[config.mk]
export PLATFORM = sky130hd
export DESIGN_NAME = alu_req_arbiter
export DESIGN_NICKNAME = d
export VERILOG_FILES = /design/src/rtl/alu_req_arbiter.sv
export SDC_FILE = /design/constraint.sdc
export NUM_CORES = 1
export LEC_CHECK = 0
export ABC_CLOCK_PERIOD_IN_PS = 1800
export BUFFER_PORTS_ARGS = -buffer_cell sky130_fd_sc_hd__buf_2
export CAP_MARGIN = 20
export CORE_MARGIN = 2
export CORE_UTILIZATION = 41
export CTS_CLUSTER_DIAMETER = 200
export CTS_CLUSTER_SIZE = 12
export DETAILED_ROUTE_END_ITERATION = 10
export GPL_ROUTABILITY_DRIVEN = 0
export HOLD_SLACK_MARGIN = 0.1
export PLACE_DENSITY = 0.83
export SLEW_MARGIN = 20
export SYNTH_ARGS = -nofsm -noshare
export SYNTH_HDL_FRONTEND = slang
export SYNTH_SLANG_ARGS = --single-unit
[constraint.sdc]
create_clock -name clk -period 1.8 [get_ports clk]
set_clock_uncertainty 0.15 [all_clocks]
set_input_delay 0.18 -clock clk [delete_from_list [all_inputs] [get_ports clk]]
set_output_delay 0.18 -clock clk [all_outputs]
set_load 0.01 [all_outputs]
[src/rtl/alu_req_arbiter.sv]
// Two-requester round-robin front end for a shared custom ALU: grant, issue,
// bounded wait for completion, then return the result over valid/ready.
//
// state   | meaning
// --------+----------------------------------------------------------
// S_IDLE  | arbitrate; reqN_ready asserted for the winner, capture op
// S_ISSUE | one-cycle alu_start pulse, clear wait counter
// S_WAIT  | wait for alu_done, give up after TIMEOUT cycles
// S_RESP  | present rsp_data/rsp_err to the granted requester
module alu_req_arbiter #(
  parameter int DATA_W  = 8,
  parameter int OP_W    = 4,
  parameter int TIMEOUT = 15
) (
  input  logic              clk,
  input  logic              rst,
  input  logic              req0_valid,
  output logic              req0_ready,
  input  logic [OP_W-1:0]   req0_op,
  input  logic [DATA_W-1:0] req0_a,
  input  logic [DATA_W-1:0] req0_b,
  input  logic              req1_valid,
  output logic              req1_ready,
  input  logic [OP_W-1:0]   req1_op,
  input  logic [DATA_W-1:0] req1_a,
  input  logic [DATA_W-1:0] req1_b,
  output logic              rsp0_valid,
  input  logic              rsp0_ready,
  output logic              rsp1_valid,
  input  logic              rsp1_ready,
  output logic [DATA_W-1:0] rsp_data,
  output logic              rsp_err,
  output logic              alu_start,
  output logic [OP_W-1:0]   alu_op,
  output logic [DATA_W-1:0] alu_a,
  output logic [DATA_W-1:0] alu_b,
  input  logic              alu_done,
  input  logic [DATA_W-1:0] alu_result,
  output logic              busy
);

  localparam int CNT_W = $clog2(TIMEOUT + 1);
  localparam logic [CNT_W-1:0] CNT_LAST = CNT_W'(TIMEOUT - 1);

  localparam logic [1:0] S_IDLE  = 2'd0;
  localparam logic [1:0] S_ISSUE = 2'd1;
  localparam logic [1:0] S_WAIT  = 2'd2;
  localparam logic [1:0] S_RESP  = 2'd3;

  logic [1:0]        state_q, state_d;
  logic              grant_q, grant_d;
  logic              last_grant_q, last_grant_d;
  logic [OP_W-1:0]   op_q, op_d;
  logic [DATA_W-1:0] a_q, a_d;
  logic [DATA_W-1:0] b_q, b_d;
  logic [CNT_W-1:0]  cnt_q, cnt_d;
  logic [DATA_W-1:0] rsp_data_q, rsp_data_d;
  logic              rsp_err_q, rsp_err_d;

  logic any_valid;
  logic gnt_sel;
  logic rsp_accept;
  logic alu_drive;

  // Winner in IDLE: the sole requester, or on a tie the one not served last.
  always_comb begin
    any_valid = req0_valid | req1_valid;
    if (req0_valid && req1_valid) begin
      gnt_sel = ~last_grant_q;
    end else begin
      gnt_sel = req1_valid;
    end
    req0_ready = (state_q == S_IDLE) & any_valid & ~gnt_sel;
    req1_ready = (state_q == S_IDLE) & any_valid & gnt_sel;
    rsp_accept = grant_q ? rsp1_ready : rsp0_ready;
  end

  always_comb begin
    state_d      = state_q;
    grant_d      = grant_q;
    last_grant_d = last_grant_q;
    op_d         = op_q;
    a_d          = a_q;
    b_d          = b_q;
    cnt_d        = cnt_q;
    rsp_data_d   = rsp_data_q;
    rsp_err_d    = rsp_err_q;
    case (state_q)
      S_IDLE: begin
        if (any_valid) begin
          grant_d = gnt_sel;
          op_d    = gnt_sel ? req1_op : req0_op;
          a_d     = gnt_sel ? req1_a  : req0_a;
          b_d     = gnt_sel ? req1_b  : req0_b;
          state_d = S_ISSUE;
        end
      end
      S_ISSUE: begin
        cnt_d   = '0;
        state_d = S_WAIT;
      end
      S_WAIT: begin
        // A completion on the final wait cycle still counts as success.
        if (alu_done) begin
          rsp_data_d = alu_result;
          rsp_err_d  = 1'b0;
          state_d    = S_RESP;
        end else if (cnt_q == CNT_LAST) begin
          rsp_data_d = '0;
          rsp_err_d  = 1'b1;
          state_d    = S_RESP;
        end else begin
          cnt_d = cnt_q + CNT_W'(1);
        end
      end
      S_RESP: begin
        if (rsp_accept) begin
          last_grant_d = grant_q;
          state_d      = S_IDLE;
        end
      end
      default: state_d = S_IDLE;
    endcase
  end

  always_ff @(posedge clk) begin
    if (rst) begin
      state_q      <= S_IDLE;
      grant_q      <= 1'b0;
      last_grant_q <= 1'b1;
      op_q         <= '0;
      a_q          <= '0;
      b_q          <= '0;
      cnt_q        <= '0;
      rsp_data_q   <= '0;
      rsp_err_q    <= 1'b0;
    end else begin
      state_q      <= state_d;
      grant_q      <= grant_d;
      last_grant_q <= last_grant_d;
      op_q         <= op_d;
      a_q          <= a_d;
      b_q          <= b_d;
      cnt_q        <= cnt_d;
      rsp_data_q   <= rsp_data_d;
      rsp_err_q    <= rsp_err_d;
    end
  end

  // ALU operands are only presented while an operation is in flight.
  always_comb begin
    alu_drive  = (state_q == S_ISSUE) | (state_q == S_WAIT);
    alu_start  = (state_q == S_ISSUE);
    alu_op     = alu_drive ? op_q : '0;
    alu_a      = alu_drive ? a_q  : '0;
    alu_b      = alu_drive ? b_q  : '0;
    rsp0_valid = (state_q == S_RESP) & ~grant_q;
    rsp1_valid = (state_q == S_RESP) & grant_q;
    rsp_data   = rsp_data_q;
    rsp_err    = rsp_err_q;
    busy       = (state_q != S_IDLE);
  end

endmodule

==> metrics list, run 1 <==
- For this run, design rule violations remaining after detail routing come to 0.
* Worst slew slack as a fraction of its limit: 56.9%
- Global routing used 21.3% of the available tracks across all layers.
* Min-delay src: req1_a[4]
- For the worst flop-to-flop path, the logic depth is 6.
* Wirelength per Cell: 13.6 um
- Minimum period implied by the final worst setup slack: 1710 ps
* Post-detailed-routing wire length: 5.16 mm
- STA puts the critical path data arrival time at 1380 ps.
- For this design, the slowest cell found on the critical path is sky130_fd_sc_hd__dfxtp_2.
- Worst slew pin tran: 647 ps
* TritonCTS buffer count: 5
* Height of the die: 70.4 um
* Setup slack on the worst flop-to-flop path: 140 ps
* Worst setup EP type: output port
* Number of antenna violations at the first check in global routing: 0
- Synthesis instantiated 29 different standard cells from the library.
- The synthesized design contains 0 enable-type register cells.
- The detailed router finished its first iteration with 98 violations.
* Part of the Yosys area used for sequential elements: 41.0%
- Static leakage: 1.30 nW
- Setup slack on the critical path of the routed design comes to 89.7 ps.
* Number of nets in the synthesized netlist: 273
- Number of max-capacitance violations reported: 0
- By startpoint and endpoint, the worst setup path is classified as register to output port.
* Clock sink count: 37
- GRT Residual Overflow: 0
- Clock latency reported for the late side of the worst-skew pair: 290 ps
- Along the worst path, the maximum fanout reaches 21.
- VDD sags by at most 0.686 mV.
- For this design the ratio of total power to cell area is 1310 nW/um2.
- The Yosys step of the flow raised 0 warnings.
- The detail route stage leaves a number of antenna-violating nets equal to 0.
- Type of the worst min-delay path: primary input to register
* Launching element of the worst setup path: state_q[0]$_SDFFE_PP0P_
* Setup slack after placement: -57.8 ps
- ANT cells: 0
* Max Clock Freq: 585 MHz
- Layout overhead on the synthesized area: 54.6%
- The worst setup path is launched from a register.
- Final critical-path share of the clock period: 95.0%
- Layout net count: 390
- First-pass GRT wire length: 8.45 mm
* Final count of pins violating max slew: 0
* Port buffer count: 89
- Clock tree from TritonCTS: yes
- Final HPWL from detailed placement: 3.48 mm
* Initial core utilization: 42.1%
- The H-tree generated during clock tree synthesis spans 2 levels.
- Clock tree root driver cell: sky130_fd_sc_hd__clkbuf_8
* Number of failing hold endpoints at the final stage: 0
- Instance count of the mapped netlist: 210
- Row generation in the floorplan step produced 24 rows.
- Cells fill 65.1% of the core in the end.
- For this block, the via count after detailed routing is 1,969.
- Setup violations remaining at the end of the flow were counted as 0.
- After clock tree synthesis, the clock-pin slew on the worst setup and hold paths is 80 ps.
- Worst R2R End: state_q[1]$_SDFFE_PP0P_
* Vias in the first global route: 1,902
* Setup repair after global routing missed its margin: false
* Pin count of the biggest net entering global routing: 38
- Flops & latches, synth: 37
- Outcome: complete, no violations
- Worst Hold Path Cells: 4
* Die Width: 70.4 um
* Number of iterations in the first detailed-routing pass: 4
- The critical path ends at alu_a[3].
- After filler insertion, the fill cell instance count of the layout stands at 363.
* Cell Chain, Critical Path: inv_2, ha_4, buf_12, and2_1, buf_2
* Delay of the slowest cell on the worst path: 340 ps
* Maximum clock insertion buffer count: 2
* Cell area after technology mapping: 1810 um2
- Share of cells above drive strength 1: 37.2%
- For the final routed database, the setup TNS stands at 0 ps.
- Of all flip-flops after synthesis, the portion carrying an async set or reset was 0%.
- At the worst endpoint, the required time is 1470 ps.
- For this design the top-level I/O count stands at 90.
- Worst r2r src: state_q[1]$_SDFFE_PP0P_
* Core Region: 4290 um2
* Synthesized area per cell: 8.61 um2
* Most frequently used flop master after synthesis: sky130_fd_sc_hd__dfxtp_1
- DIE AREA: 4960 um2
- Vias per cell: 5.18
## metrics by stage
stage / hold WS (ps) / cell area, um2 / total power, mW / std cells
3_5_place_dp: 278 / 2330 / 2.60 / 344
4_1_cts: 101 / 2770 / 3.62 / 380
5_1_grt: 116 / 2800 / 3.92 / 380
3_3_place_gp: 262 / 2330 / 2.56 / 344
6_report: 109 / 2800 / 3.65 / 380
2_1_floorplan: 166 / 1810 / 2.04 / 210
## per-layer routing
metal | track usage [%] | vias to the layer above | part of all wire (%)
li1 | - | 991 | -
met1 | 23.3 | 913 | 42
met2 | 40.3 | 61 | 52
met3 | 5.05 | 4 | 5.5
met4 | 5.77 | 0 | 0.62
met5 | 0 | - | 0
## synth_stat cells, types with 3 or more instances
master                     number  share of area [%]
sky130_fd_sc_hd__a211oi_1       3                1.2
sky130_fd_sc_hd__a21oi_1       13                3.6
sky130_fd_sc_hd__a22oi_1       28                 12
sky130_fd_sc_hd__a32o_1        13                7.2
sky130_fd_sc_hd__and2_1        23                8.0
sky130_fd_sc_hd__clkbuf_1      15                3.1
sky130_fd_sc_hd__dfxtp_1       37                 41
sky130_fd_sc_hd__ha_1           8                5.5
sky130_fd_sc_hd__inv_1          5                1.0
sky130_fd_sc_hd__nand2_1       12                2.5
sky130_fd_sc_hd__nand3_1        3               0.83
sky130_fd_sc_hd__nor2_1        27                5.6
sky130_fd_sc_hd__o21ai_0        4                1.1
## cells by family (layout without fill, tap and decap cells)
group	count (synthesis)	in the layout	synth area share, %
AND/OR/NAND/NOR	71	71	18.9
AO/OA/AOI/OAI	69	69	28.4
flip-flops	37	37	41.0
multiplexers	2	2	1.11
buffers and inverters	23	141	5.12
adder cells (fa/ha/maj)	8	8	5.54
## what timing repair did
action	4_1_cts	5_1_grt
endpoints found under the setup margin	31	32
endpoints found under the hold margin	20	0
hold buffers	27	0
resized for setup	6	11
pin swaps	1	1
gates cloned	0	0
buffers inserted	1	0
## state kept, by name, summed over array words and instances (netlist names), 2 cells and up
register and flops:
a_q 8, b_q 8, rsp_data 8, cnt_q 4, op_q 4, state_q 2
## cells in the final DEF (no fill, tap or decap), drive strengths merged
cell type,synthesis,layout
a211oi,3,3
a21boi,2,2
a21oi,13,13
a222oi,1,1
a22oi,28,28
a2bb2oi,1,1
a31oi,1,1
a32o,13,13
a41oi,1,1
and2,23,23
and3,1,1
buf,3,101
bufinv,0,2
clkbuf,15,5
dfxtp,37,37
dlygate4sd3,0,27
ha,8,8
inv,5,6
mux2i,2,2
nand2,12,12
nand2b,1,1
nand3,3,3
nand4,1,1
nor2,27,27
nor2b,2,2
nor3,1,1
o21ai,5,5
o21bai,1,1
## report_power, final
| group | leakage, nW | switching, mW | internal (mW) |
|---|---|---|---|
| sequential | 0.304 | 0.0917 | 0.988 |
| combinational | 0.930 | 0.908 | 0.798 |
| clock | 0.0687 | 0.310 | 0.558 |
| total | 1.30 | 1.31 | 2.34 |
## layout make-up
class / instances / area, um2 / share of cell area [%]
clock inverters: 3 / 68.8 / 2.46
well taps: 52 / 65.1 / 2.33
flip-flops and latches: 37 / 748 / 26.8
repair buffers: 128 / 818 / 29.3
inverters: 5 / 18.8 / 0.671
clock buffers: 5 / 68.8 / 2.46
multi-input cells: 150 / 1010 / 36.0
## how the worst min path moves through the flow
stage | to | slack [ps]
6_report | a_q[4]$_SDFFE_PP0P_ | 110
5_1_grt | b_q[2]$_SDFFE_PP0P_ | 120
4_1_cts | b_q[7]$_SDFFE_PP0P_ | 100
3_5_place_dp | rsp_data[7]$_SDFFE_PP0P_ | 280
3_3_place_gp | rsp_data[4]$_SDFFE_PP0P_ | 260
2_1_floorplan | a_q[3]$_SDFFE_PP0P_ | 170
## worst max-delay path: cells and delay by family (launching register included)
| kind | cells | cell delay [ps] |
|---|---|---|
| buffers and inverters | 3 | 340 |
| and+or+nand+nor | 1 | 130 |
| DFF | 1 | 340 |
| adders and majority gates | 1 | 280 |
(Power assumes the default switching activity.)
==> inputs of run 2 (changes only) <==
ABC_CLOCK_PERIOD_IN_PS = 1400   (was 1800)
clock period = 1.4 ns   (was 1.8 ns; I/O delays follow)
==> run 2 against run 1 <==
Net effect:
- the run now ends with negative setup slack left
- worst setup slack got worse by 460 ps
- via count is 33% higher
- first-iteration DRC count increased by 80%
- largest cell class is now non-clock buffers
- largest power group unchanged
==> metrics list, run 2 (synthesis gave the netlist of run 1 again) <==
- Relative contribution of the clock network to total power: 15.7% (was 23.8%)
- DIE AREA: 4960 um2 (unchanged)
* Number of max-capacitance violations reported: 0 (unchanged)
- Final count of pins violating max slew: 0 (unchanged)
- Port buffer count: 89 (unchanged)
- The longest individual stage delay on the worst path was 390 ps (was 340 ps).
* Crit-path most repeated cell: sky130_fd_sc_hd__buf_6
* Type of the worst min-delay path: primary input to register (unchanged)
- Flop pwr share: 20.1% (was 29.6%)
- The effective utilization at floorplan was 42.1% (unchanged).
* Cell Chain, Critical Path: inv_2, ha_4, buf_6, and2_4, buf_6 (was inv_2, ha_4, buf_12, and2_1, buf_2)
- The switching share of power is 37.7% (was 35.9%).
* GRT Util Overall: 28.7% (was 21.3%)
* Layout overhead on the synthesized area: 116% (was 54.6%)
- Overall Power: 7.36 mW (was 3.65 mW)
- Setup TNS Final: -14,940 ps (was 0 ps)
* Number of cell rows: 24 (unchanged)
- The number of antenna violations at the first check in global routing came to 0 (unchanged).
- The maximum vdd ir drop came to 1.12 mV (was 0.686 mV).
- Die Width: 70.4 um (unchanged)
* Outcome: complete, but fails checks (was complete, no violations)
- The switching power came to 2.77 mW (was 1.31 mW).
- The overall routed net length was 9.37 mm (was 5.16 mm).
* Setup repair after global routing missed its margin: true (was false)
- CTS clk-pin slew, worst paths: 80 ps (about the same)
- Share of cells above drive strength 1: 61.0% (was 37.2%)
- Residual antenna-violating net count after detailed routing: 0 (unchanged)
- Clock tree root driver cell: sky130_fd_sc_hd__clkbuf_8 (unchanged)
- The startpoint of the most critical register-to-register path was state_q[1]$_SDFFE_PP0P_ (unchanged).
* Clock sink count: 37 (unchanged)
- The total via count in the routed design is 2,614 (was 1,969).
- Pin count of the biggest net entering global routing: 25 (was 38)
* Vias per cell: 5.91 (was 5.18)
- The die boundary height was 70.4 um (unchanged).
- The static leakage came to 1.73 nW (was 1.30 nW).
- The total global routing overflow came to 0 (unchanged).
- Max Clock Freq: 563 MHz
- The total DRC errors in the routed layout came to 0 (unchanged).
- Crit path arrival time: 1480 ps (was 1380 ps)
- The maximum buffer depth of the clock tree came to 2 (unchanged).
- The leading cell type in the layout, fill and taps excluded was sky130_fd_sc_hd__buf_2 (unchanged).
- Most used cells in the layout excluding fill and tap cells: sky130_fd_sc_hd__buf_2 (65), sky130_fd_sc_hd__buf_4 (41), sky130_fd_sc_hd__dlygate4sd3_1 (40) (was sky130_fd_sc_hd__buf_2 (89), sky130_fd_sc_hd__dfxtp_1 (33), sky130_fd_sc_hd__a22oi_1 (28)).
- Worst slew slack as a fraction of its limit: 63.4% (was 56.9%)
* Violations in the final reports: negative setup slack
- Minimum period implied by the final worst setup slack: 1770 ps
* Initial DRC Count: 176 (was 98)
- Final critical-path share of the clock period: 127%
- Htree depth: 2 (unchanged)
* Setup slack on the worst flop-to-flop path: -330 ps (was 140 ps)
* Clock tree from TritonCTS: yes (unchanged)
* TritonCTS buffer count: 5 (unchanged)
* First-pass GRT wire length: 11.2 mm (was 8.45 mm)
- Power density over cell area: 1880 nW/um2 (was 1310 nW/um2)
* Worst setup EP type: output port (unchanged)
- Number of iterations in the first detailed-routing pass: 4 (unchanged)
- The layout net count came to 452 (was 390).
- Setup-failing EPs final: 62 (was 0)
- The worst min-delay path startpoint is req0_op[1] (was req1_a[4]).
- The cell type of the slowest stage on the worst timing path is sky130_fd_sc_hd__dfxtp_2 (unchanged).
* Required arrival time at the worst endpoint: 1110 ps (was 1470 ps)
- Critical path start-end classification: register to output port (unchanged)
- The worst-margin pin slew is 549 ps (was 647 ps).
* CP Max Fanout: 7 (was 21)
- The floorplan core area came to 4290 um2 (unchanged).
* ANT cells: 0 (unchanged)
* Final HPWL from detailed placement: 3.81 mm (was 3.48 mm)
- Startpoint types: register (unchanged)
- Number of I/O pins: 90 (unchanged)
- The combinational cell fraction of total power is 64.2% (was 46.7%).
- Number of failing hold endpoints at the final stage: 0 (unchanged)
- Clock latency reported for the late side of the worst-skew pair: 300 ps (was 290 ps)
- Launching element of the worst setup path: state_q[1]$_SDFFE_PP0P_ (was state_q[0]$_SDFFE_PP0P_)
* Vias in the first global route: 2,403 (was 1,902)
* Worst Slack Setup Final: -375 ps (was 89.7 ps)
* Power Internal: 4.59 mW (was 2.34 mW)
- The mean routed wirelength per cell is 21.2 um (was 13.6 um).
==> run 2: cell count changes in the layout (fill, tap and decap cells not counted), sizes merged <==
| cell | previous run | this run |
|---|---|---|
| inv | 6 | 5 |
| buf | 101 | 147 |
| clkinv | 0 | 1 |
| and2 | 23 | 24 |
| dlygate4sd3 | 27 | 40 |
| clkbuf | 5 | 7 |
==> run 2: what timing repair did <==
| action | CTS | global route |
|---|---|---|
| cloned | 1 | 2 |
| pin swaps | 13 | 17 |
| buffers inserted | 12 | 19 |
| endpoints found under the setup margin | 62 | 62 |
| gates resized for setup | 68 | 52 |
| hold endpoints to repair | 29 | 0 |
| hold buffers | 40 | 0 |
==> run 2: path summary, 6_finish.rpt <==
| check | depth (start not counted) | endpoint |
|---|---|---|
| setup / recovery | 5 | alu_a[2] |
| hold reg to reg | 2 | rsp_err$_SDFFE_PP0P_ |
| setup reg to reg | 6 | cnt_q[3]$_SDFFE_PP0P_ |
| hold / removal | 4 | op_q[1]$_SDFFE_PP0P_ |
==> run 2: layout make-up <==
cell class / instances / area [um2]
clock buffers: 5 / 68.8
clock inverters: 3 / 65.1
fillers: 149 / 392
inverters: 5 / 21.3
multi-input cells: 151 / 1350
flip-flops and latches: 37 / 748
well taps: 52 / 65.1
repair buffers: 189 / 1590
==> run 2: per-stage QoR <==
step,instances,worst slack [ps],util [%],hold slack (ps),area [um2]
2_1_floorplan,210,-299,-,130,1920
3_3_place_gp,364,-200,60.2,225,2580
3_5_place_dp,364,-322,60.2,237,2580
4_1_cts,422,-272,81.8,101,3510
5_1_grt,442,-383,90.9,135,3900
6_report,442,-375,90.9,118,3900
==> run 2: critical path, delay by kind of cell, from the launching register on <==
family	cells	cell delay, ps
flops	1	390
simple gates	1	160
buf+inv	3	320
fa+ha+maj	1	320
==> run 2: power by group through the flow <==
stage                     combinational, mW  sequential (mW)  clock [mW]
after global routing                   4.89             1.49        1.18
after global placement                 2.41             1.39           0
final                                  4.72             1.48        1.15
after detailed placement               2.46             1.41           0
after CTS                              3.46             1.41        1.12
after floorplan                        1.48             1.41           0
==> run 2: routing by layer <==
metal  vias to the layer above  share of wire [%]  global-route usage (%)
met5                         -                  0                       0
met4                         0                6.1                    13.2
met3                        57                6.1                    7.07
met2                       165                 53                    54.4
met1                      1276                 34                    29.1
li1                       1116                  -                       -
